File: src/rtl/seg7_scan_display_pkg.sv
// rtl/seg7_scan_display_pkg.sv - view encodings, segment constants and view mux for the debug display
// Purpose: shared definitions for seg7_scan_display and hex_to_seg7.
// Contents: view_e select encoding, hex7 segment patterns (gfedcba, active low),
//           blank pattern, and the combinational view-word helper.
package seg7_scan_display_pkg;

  typedef enum logic [1:0] {
    VIEW_PC_RES = 2'b00,
    VIEW_RS_RT  = 2'b01,
    VIEW_RES16  = 2'b10,
    VIEW_PC16   = 2'b11
  } view_e;

  localparam logic [6:0] SEG_0     = 7'b1000000;
  localparam logic [6:0] SEG_1     = 7'b1111001;
  localparam logic [6:0] SEG_2     = 7'b0100100;
  localparam logic [6:0] SEG_3     = 7'b0110000;
  localparam logic [6:0] SEG_4     = 7'b0011001;
  localparam logic [6:0] SEG_5     = 7'b0010010;
  localparam logic [6:0] SEG_6     = 7'b0000010;
  localparam logic [6:0] SEG_7     = 7'b1111000;
  localparam logic [6:0] SEG_8     = 7'b0000000;
  localparam logic [6:0] SEG_9     = 7'b0010000;
  localparam logic [6:0] SEG_A     = 7'b0001000;
  localparam logic [6:0] SEG_B     = 7'b0000011;
  localparam logic [6:0] SEG_C     = 7'b1000110;
  localparam logic [6:0] SEG_D     = 7'b0100001;
  localparam logic [6:0] SEG_E     = 7'b0000110;
  localparam logic [6:0] SEG_F     = 7'b0001110;
  localparam logic [6:0] SEG_BLANK = 7'b1111111;

  // Two-byte views pack the low bytes of two CPU values; 16-bit views show one value.
  function automatic logic [15:0] view_word(input view_e      view,
                                            input logic [15:0] pc,
                                            input logic [15:0] rs,
                                            input logic [15:0] rt,
                                            input logic [15:0] res);
    logic [15:0] w;
    w = 16'h0000;
    case (view)
      VIEW_PC_RES: w = {pc[7:0], res[7:0]};
      VIEW_RS_RT:  w = {rs[7:0], rt[7:0]};
      VIEW_RES16:  w = res;
      VIEW_PC16:   w = pc;
      default:     w = 16'h0000;
    endcase
    return w;
  endfunction

endpackage

File: src/rtl/hex_to_seg7.sv
// rtl/hex_to_seg7.sv - combinational hex nibble to seven-segment decoder
// Purpose: decode one 4-bit value to an active-low gfedcba segment pattern.
// Ports: nibble (in, 4) value to show; seg (out, 7) segments {g,f,e,d,c,b,a}, active low.
module hex_to_seg7
  import seg7_scan_display_pkg::*;
(
  input  logic [3:0] nibble,
  output logic [6:0] seg
);

  always_comb begin
    seg = SEG_BLANK;
    case (nibble)
      4'h0: seg = SEG_0;
      4'h1: seg = SEG_1;
      4'h2: seg = SEG_2;
      4'h3: seg = SEG_3;
      4'h4: seg = SEG_4;
      4'h5: seg = SEG_5;
      4'h6: seg = SEG_6;
      4'h7: seg = SEG_7;
      4'h8: seg = SEG_8;
      4'h9: seg = SEG_9;
      4'hA: seg = SEG_A;
      4'hB: seg = SEG_B;
      4'hC: seg = SEG_C;
      4'hD: seg = SEG_D;
      4'hE: seg = SEG_E;
      4'hF: seg = SEG_F;
      default: seg = SEG_BLANK;
    endcase
  end

endmodule

File: src/rtl/seg7_scan_display.sv
// rtl/seg7_scan_display.sv - 4-digit multiplexed hex display of a selected CPU debug view
// Purpose: scan a 16-bit view of the CPU outputs onto a common-anode 4-digit display,
//          sampling the view once per frame so a frame never mixes old and new data.
// Ports: CLK, Reset (async, active high); sel (view select); curPC, Out1, Out2, Result (CPU values);
//        an (digit enables, active low, an[0] rightmost); seg ({g..a}, active low); dp (active low).
module seg7_scan_display
  import seg7_scan_display_pkg::*;
#(
  parameter int REFRESH_DIV = 100000
) (
  input  logic        CLK,
  input  logic        Reset,
  input  logic [1:0]  sel,
  input  logic [31:0] curPC,
  input  logic [31:0] Out1,
  input  logic [31:0] Out2,
  input  logic [31:0] Result,
  output logic [3:0]  an,
  output logic [6:0]  seg,
  output logic        dp
);

  localparam int              DIV_W   = (REFRESH_DIV > 1) ? $clog2(REFRESH_DIV) : 1;
  localparam logic [DIV_W-1:0] DIV_MAX = DIV_W'(REFRESH_DIV - 1);

  logic [DIV_W-1:0] div;
  logic [1:0]       idx;
  logic [15:0]      snap;
  logic [1:0]       snap_sel;

  logic             tick;
  logic [1:0]       idx_next;
  logic [15:0]      snap_next;
  logic [1:0]       sel_next;
  logic [3:0]       nibble;
  logic [6:0]       seg_dec;
  logic [3:0]       an_next;
  logic             dp_next;
  logic [15:0]      live_word;

  // Upper halves of the CPU values never reach the display.
  logic unused_hi;
  assign unused_hi = ^{curPC[31:16], Out1[31:16], Out2[31:16], Result[31:16]};

  assign live_word = view_word(view_e'(sel), curPC[15:0], Out1[15:0], Out2[15:0], Result[15:0]);

  always_comb begin
    tick     = (div == DIV_MAX);
    idx_next = idx + 2'd1;
    // Frame boundary: the edge leaving digit 3 loads the snapshot that digit 0 shows next.
    if (idx == 2'd3) begin
      snap_next = live_word;
      sel_next  = sel;
    end else begin
      snap_next = snap;
      sel_next  = snap_sel;
    end
    nibble  = 4'(snap_next >> {idx_next, 2'b00});
    an_next = ~(4'b0001 << idx_next);
    // Byte separator between the two bytes of the packed two-byte views.
    dp_next = ~((idx_next == 2'd2) && !sel_next[1]);
  end

  hex_to_seg7 u_hex (
    .nibble (nibble),
    .seg    (seg_dec)
  );

  always_ff @(posedge CLK or posedge Reset) begin
    if (Reset) begin
      div      <= '0;
      idx      <= 2'd3;
      snap     <= 16'h0000;
      snap_sel <= 2'b00;
      an       <= 4'b1111;
      seg      <= SEG_BLANK;
      dp       <= 1'b1;
    end else begin
      div <= tick ? '0 : div + 1'b1;
      if (tick) begin
        idx      <= idx_next;
        snap     <= snap_next;
        snap_sel <= sel_next;
        an       <= an_next;
        seg      <= seg_dec;
        dp       <= dp_next;
      end
    end
  end

endmodule
File: config.mk
export PLATFORM = sky130hd
export DESIGN_NAME = seg7_scan_display
export DESIGN_NICKNAME = d
export VERILOG_FILES = /design/src/rtl/seg7_scan_display_pkg.sv /design/src/rtl/hex_to_seg7.sv /design/src/rtl/seg7_scan_display.sv
export SDC_FILE = /design/constraint.sdc
export NUM_CORES = 1
export LEC_CHECK = 0
export BUFFER_PORTS_ARGS = -buffer_cell sky130_fd_sc_hd__buf_4
export CAP_MARGIN = 15
export CORE_MARGIN = 2
export CORE_UTILIZATION = 43
export DETAILED_ROUTE_END_ITERATION = 8
export GPL_ROUTABILITY_DRIVEN = 0
export PLACE_DENSITY = 0.82
export SYNTH_ARGS = -nofsm -noshare
export SYNTH_HDL_FRONTEND = slang
export SYNTH_HIERARCHICAL = 1
export SYNTH_SLANG_ARGS = --single-unit
File: constraint.sdc
create_clock -name CLK -period 3.3 [get_ports CLK]
set_clock_uncertainty 0.05 [all_clocks]
set_input_delay 0.33 -clock CLK [delete_from_list [all_inputs] [get_ports CLK]]
set_output_delay 0.33 -clock CLK [all_outputs]
set_load 0.005 [all_outputs]
==> summary.txt <==
Final Util: 0.551
fillcell total: 596
Synth Net Count: 409
Crit path required time: 3490 ps
initial antenna violation count: 0
Clk pin slew, worst setup/hold paths: 90 ps
sequential share of the synthesized area: 0.398
Post-synth EDFFs: 0
Synth Instances: 265
Routed Antenna Nets: 0
die height: 88.4 um
DR WL/cell: 15.1 um
vias: 2,370
largest net degree at the start of global routing: 49
Finished Cell Area: 3770 sq um
Async SR Flop Fraction: 1.00
first-pass GRT wire length: 10.8 mm
final hold vios: 0
Worst Path Arrival: 3310 ps
Core Area: 6830 sq um
DIE AREA: 7810 sq um
Crit. End Element: flip-flop
I/O pin count: 144
CP Class: flip-flop to flip-flop
cts bufs inserted: 5
number of global-route vias before repair: 2,357
DRC viols: 0
Rel. slew slack: 0.348
worst skew pair latency: 300 ps
post-synthesis simple-gate area fraction: 0.137
Max-cap violations: 0
Mapped Avg Cell Area: 11.5 sq um
post-synthesis cell type count: 54
Placed Area: 3630 sq um
hold crit path type: input pin to async pin
final worst-path cycle share: 0.944
hold_ws: 214 ps
Port-buffer cells: 63
nets: 477
row count: 30
Final Slew Violations: 0
setup TNS: 0 ps
die width: 88.4 um
Synth Flop Type: dfrtp_1
clock root buffer: clkbuf_8
Post-Syn Area: 3060 sq um
GR Overflow Total: 0
hpwl dp: 4.96 mm
CP max FO: 6
Ys Warns: 6
H-tree Lvls: 2
pwr dens: 306 nW/um^2
first drt pass iteration count: 4
ratio of cells with drive above 1 in the final layout: 0.446
status: finished clean
mux cell area share after synthesis: 0.229
fin crit period: 3110 ps
post-synthesis compound-gate area fraction: 0.0989
CP Launch Type: flip-flop
Slew @ Worst Pin: 977 ps
maximum vdd drop: 0.198 mV
Adder-Cell Fraction of Synth Area: 0.0491
Via density: 5.51
#FFs+latches synth: 48
largest family of logic cells by synthesized area: multiplexers
RSZ-0062 raised after global routing: no
final setup violation count: 0
initial core utilization: 0.448
total leakage power: 1.70 nW
CTS tree: yes
DRT iter0 DRCs: 121
total track usage: 0.175
n_diodes: 0
xor/xnor cell area share of the yosys netlist: 0.0401
clock sinks: 48
Longest Clk Path Bufs: 2
routed wire length: 6.50 mm
Reg2Reg Depth: 9
top achievable clock speed: 321 MHz
Syn-to-layout area delta: 23.1%
## layer usage
| layer | global-route usage | share of wire | vias up |
|---|---|---|---|
| li1 | - | - | 1118 |
| met1 | 0.223 | 0.44 | 1192 |
| met2 | 0.309 | 0.51 | 53 |
| met3 | 0.0326 | 0.038 | 7 |
| met4 | 0.0413 | 0.010 | 0 |
| met5 | 0 | 0 | - |
## state kept, by name, summed over array words and instances (netlist names)
register,flops
an,4
div,17
dp,1
idx,2
seg,7
snap,16
snap_sel,1
## final timing paths
path / slack, ps / end / from
worst min register to register: 430 / div[0]$_DFF_PP0_ / div[0]$_DFF_PP0_
max in group asynchronous: 2390 / snap[10]$_DFFE_PP0N_ / Reset
worst max-delay path: 190 / seg[3]$_DFFE_PP1N_ / idx[1]$_DFFE_PP1N_
worst max register to register: 190 / seg[3]$_DFFE_PP1N_ / idx[1]$_DFFE_PP1N_
min in group CLK: 360 / snap[2]$_DFFE_PP0N_ / Result[2]
worst min-delay path: 210 / div[14]$_DFF_PP0_ / Reset
## worst max-delay path: stages, from the launching register on
cell and delay (ps):
dfstp_2 560, inv_1 80, ha_2 400, mux4_2 500, o22ai_1 190, nor3_2 110, buf_4 160, ha_1 230
mux4_1 500, mux2_2 270
## logic make-up (layout without fill, tap and decap cells)
logic type,after synthesis,count (layout)
compound gates,42,42
fa+ha+maj,12,12
flops,48,48
mux,50,50
xor+xnor,14,14
buf+inv,23,92
simple gates,76,76
## area by class of cell
cell class                 count  area [sq um]  area share
multi-input combinational    194          1720       0.455
sequential                    48          1220       0.323
inverter                       9          35.0     0.00930
clock inverter                 3          46.3      0.0123
timing repair buffer          75           563       0.149
clock buffer                   5          68.8      0.0183
tap                           96           120      0.0319
## cells in the mapped netlist, drive strengths merged (2+ instances only)
cell     number  area (sq um)
a211oi        9          67.6
a21o          3          22.5
a21oi         8          40.0
a22o          2          17.5
a2bb2oi       2          17.5
and2          4          25.0
and3          5          33.8
and4          3          26.3
buf           8          61.3
clkbuf        6          52.6
clkinv        2          7.51
dfrtp        34           851
dfstp        14           368
ha           12           150
inv           7          26.3
mux2         25           304
mux2i        14           140
mux4         11           255
nand2        12          45.0
nand2b        2          12.5
nand3        10          62.6
nand4         2          12.5
nor2         20          75.1
nor3         10          61.3
o21ai         4          20.0
o22a          2          20.0
o22ai         3          18.8
or3           2          12.5
or3b          2          17.5
xnor2        10          87.6
xor2          4          35.0
## timing repair
item,CTS,global route
hold buffers,0,0
setup buffers,0,1
resized for setup,0,6
endpoints found under the setup margin,0,5
## report_power, final
part           switching (mW)  internal, mW  total [mW]
registers             0.00250         0.598       0.600
clock network           0.207         0.228       0.435
logic                  0.0456        0.0709       0.116
total                   0.255         0.897        1.15
## layout by cell type (no fill, tap or decap), types with 3 or more instances in the layout
cell	count
xor2_1	4
xnor2_1	10
clkbuf_8	5
dfrtp_1	34
inv_1	4
dfstp_2	14
mux2i_1	14
nor3_1	7
and3_1	3
and2_1	4
mux2_2	19
nor2_1	20
a21o_1	3
o21ai_0	4
ha_1	10
buf_4	75
and4_1	3
nand3_1	9
o22ai_1	3
nand2_1	12
inv_2	3
mux4_2	9
mux2_4	6
a211oi_1	9
a21oi_1	8
## through the flow
step	power (mW)	worst slack, ps	instances
6_report	1.15	185	430
4_1_cts	1.16	59.5	429
2_1_floorplan	0.668	80.2	265
3_5_place_dp	0.730	80.8	421
3_3_place_gp	0.726	135	421
5_1_grt	1.19	44.4	430
No activity file was read; power rests on OpenSTA's default activity.
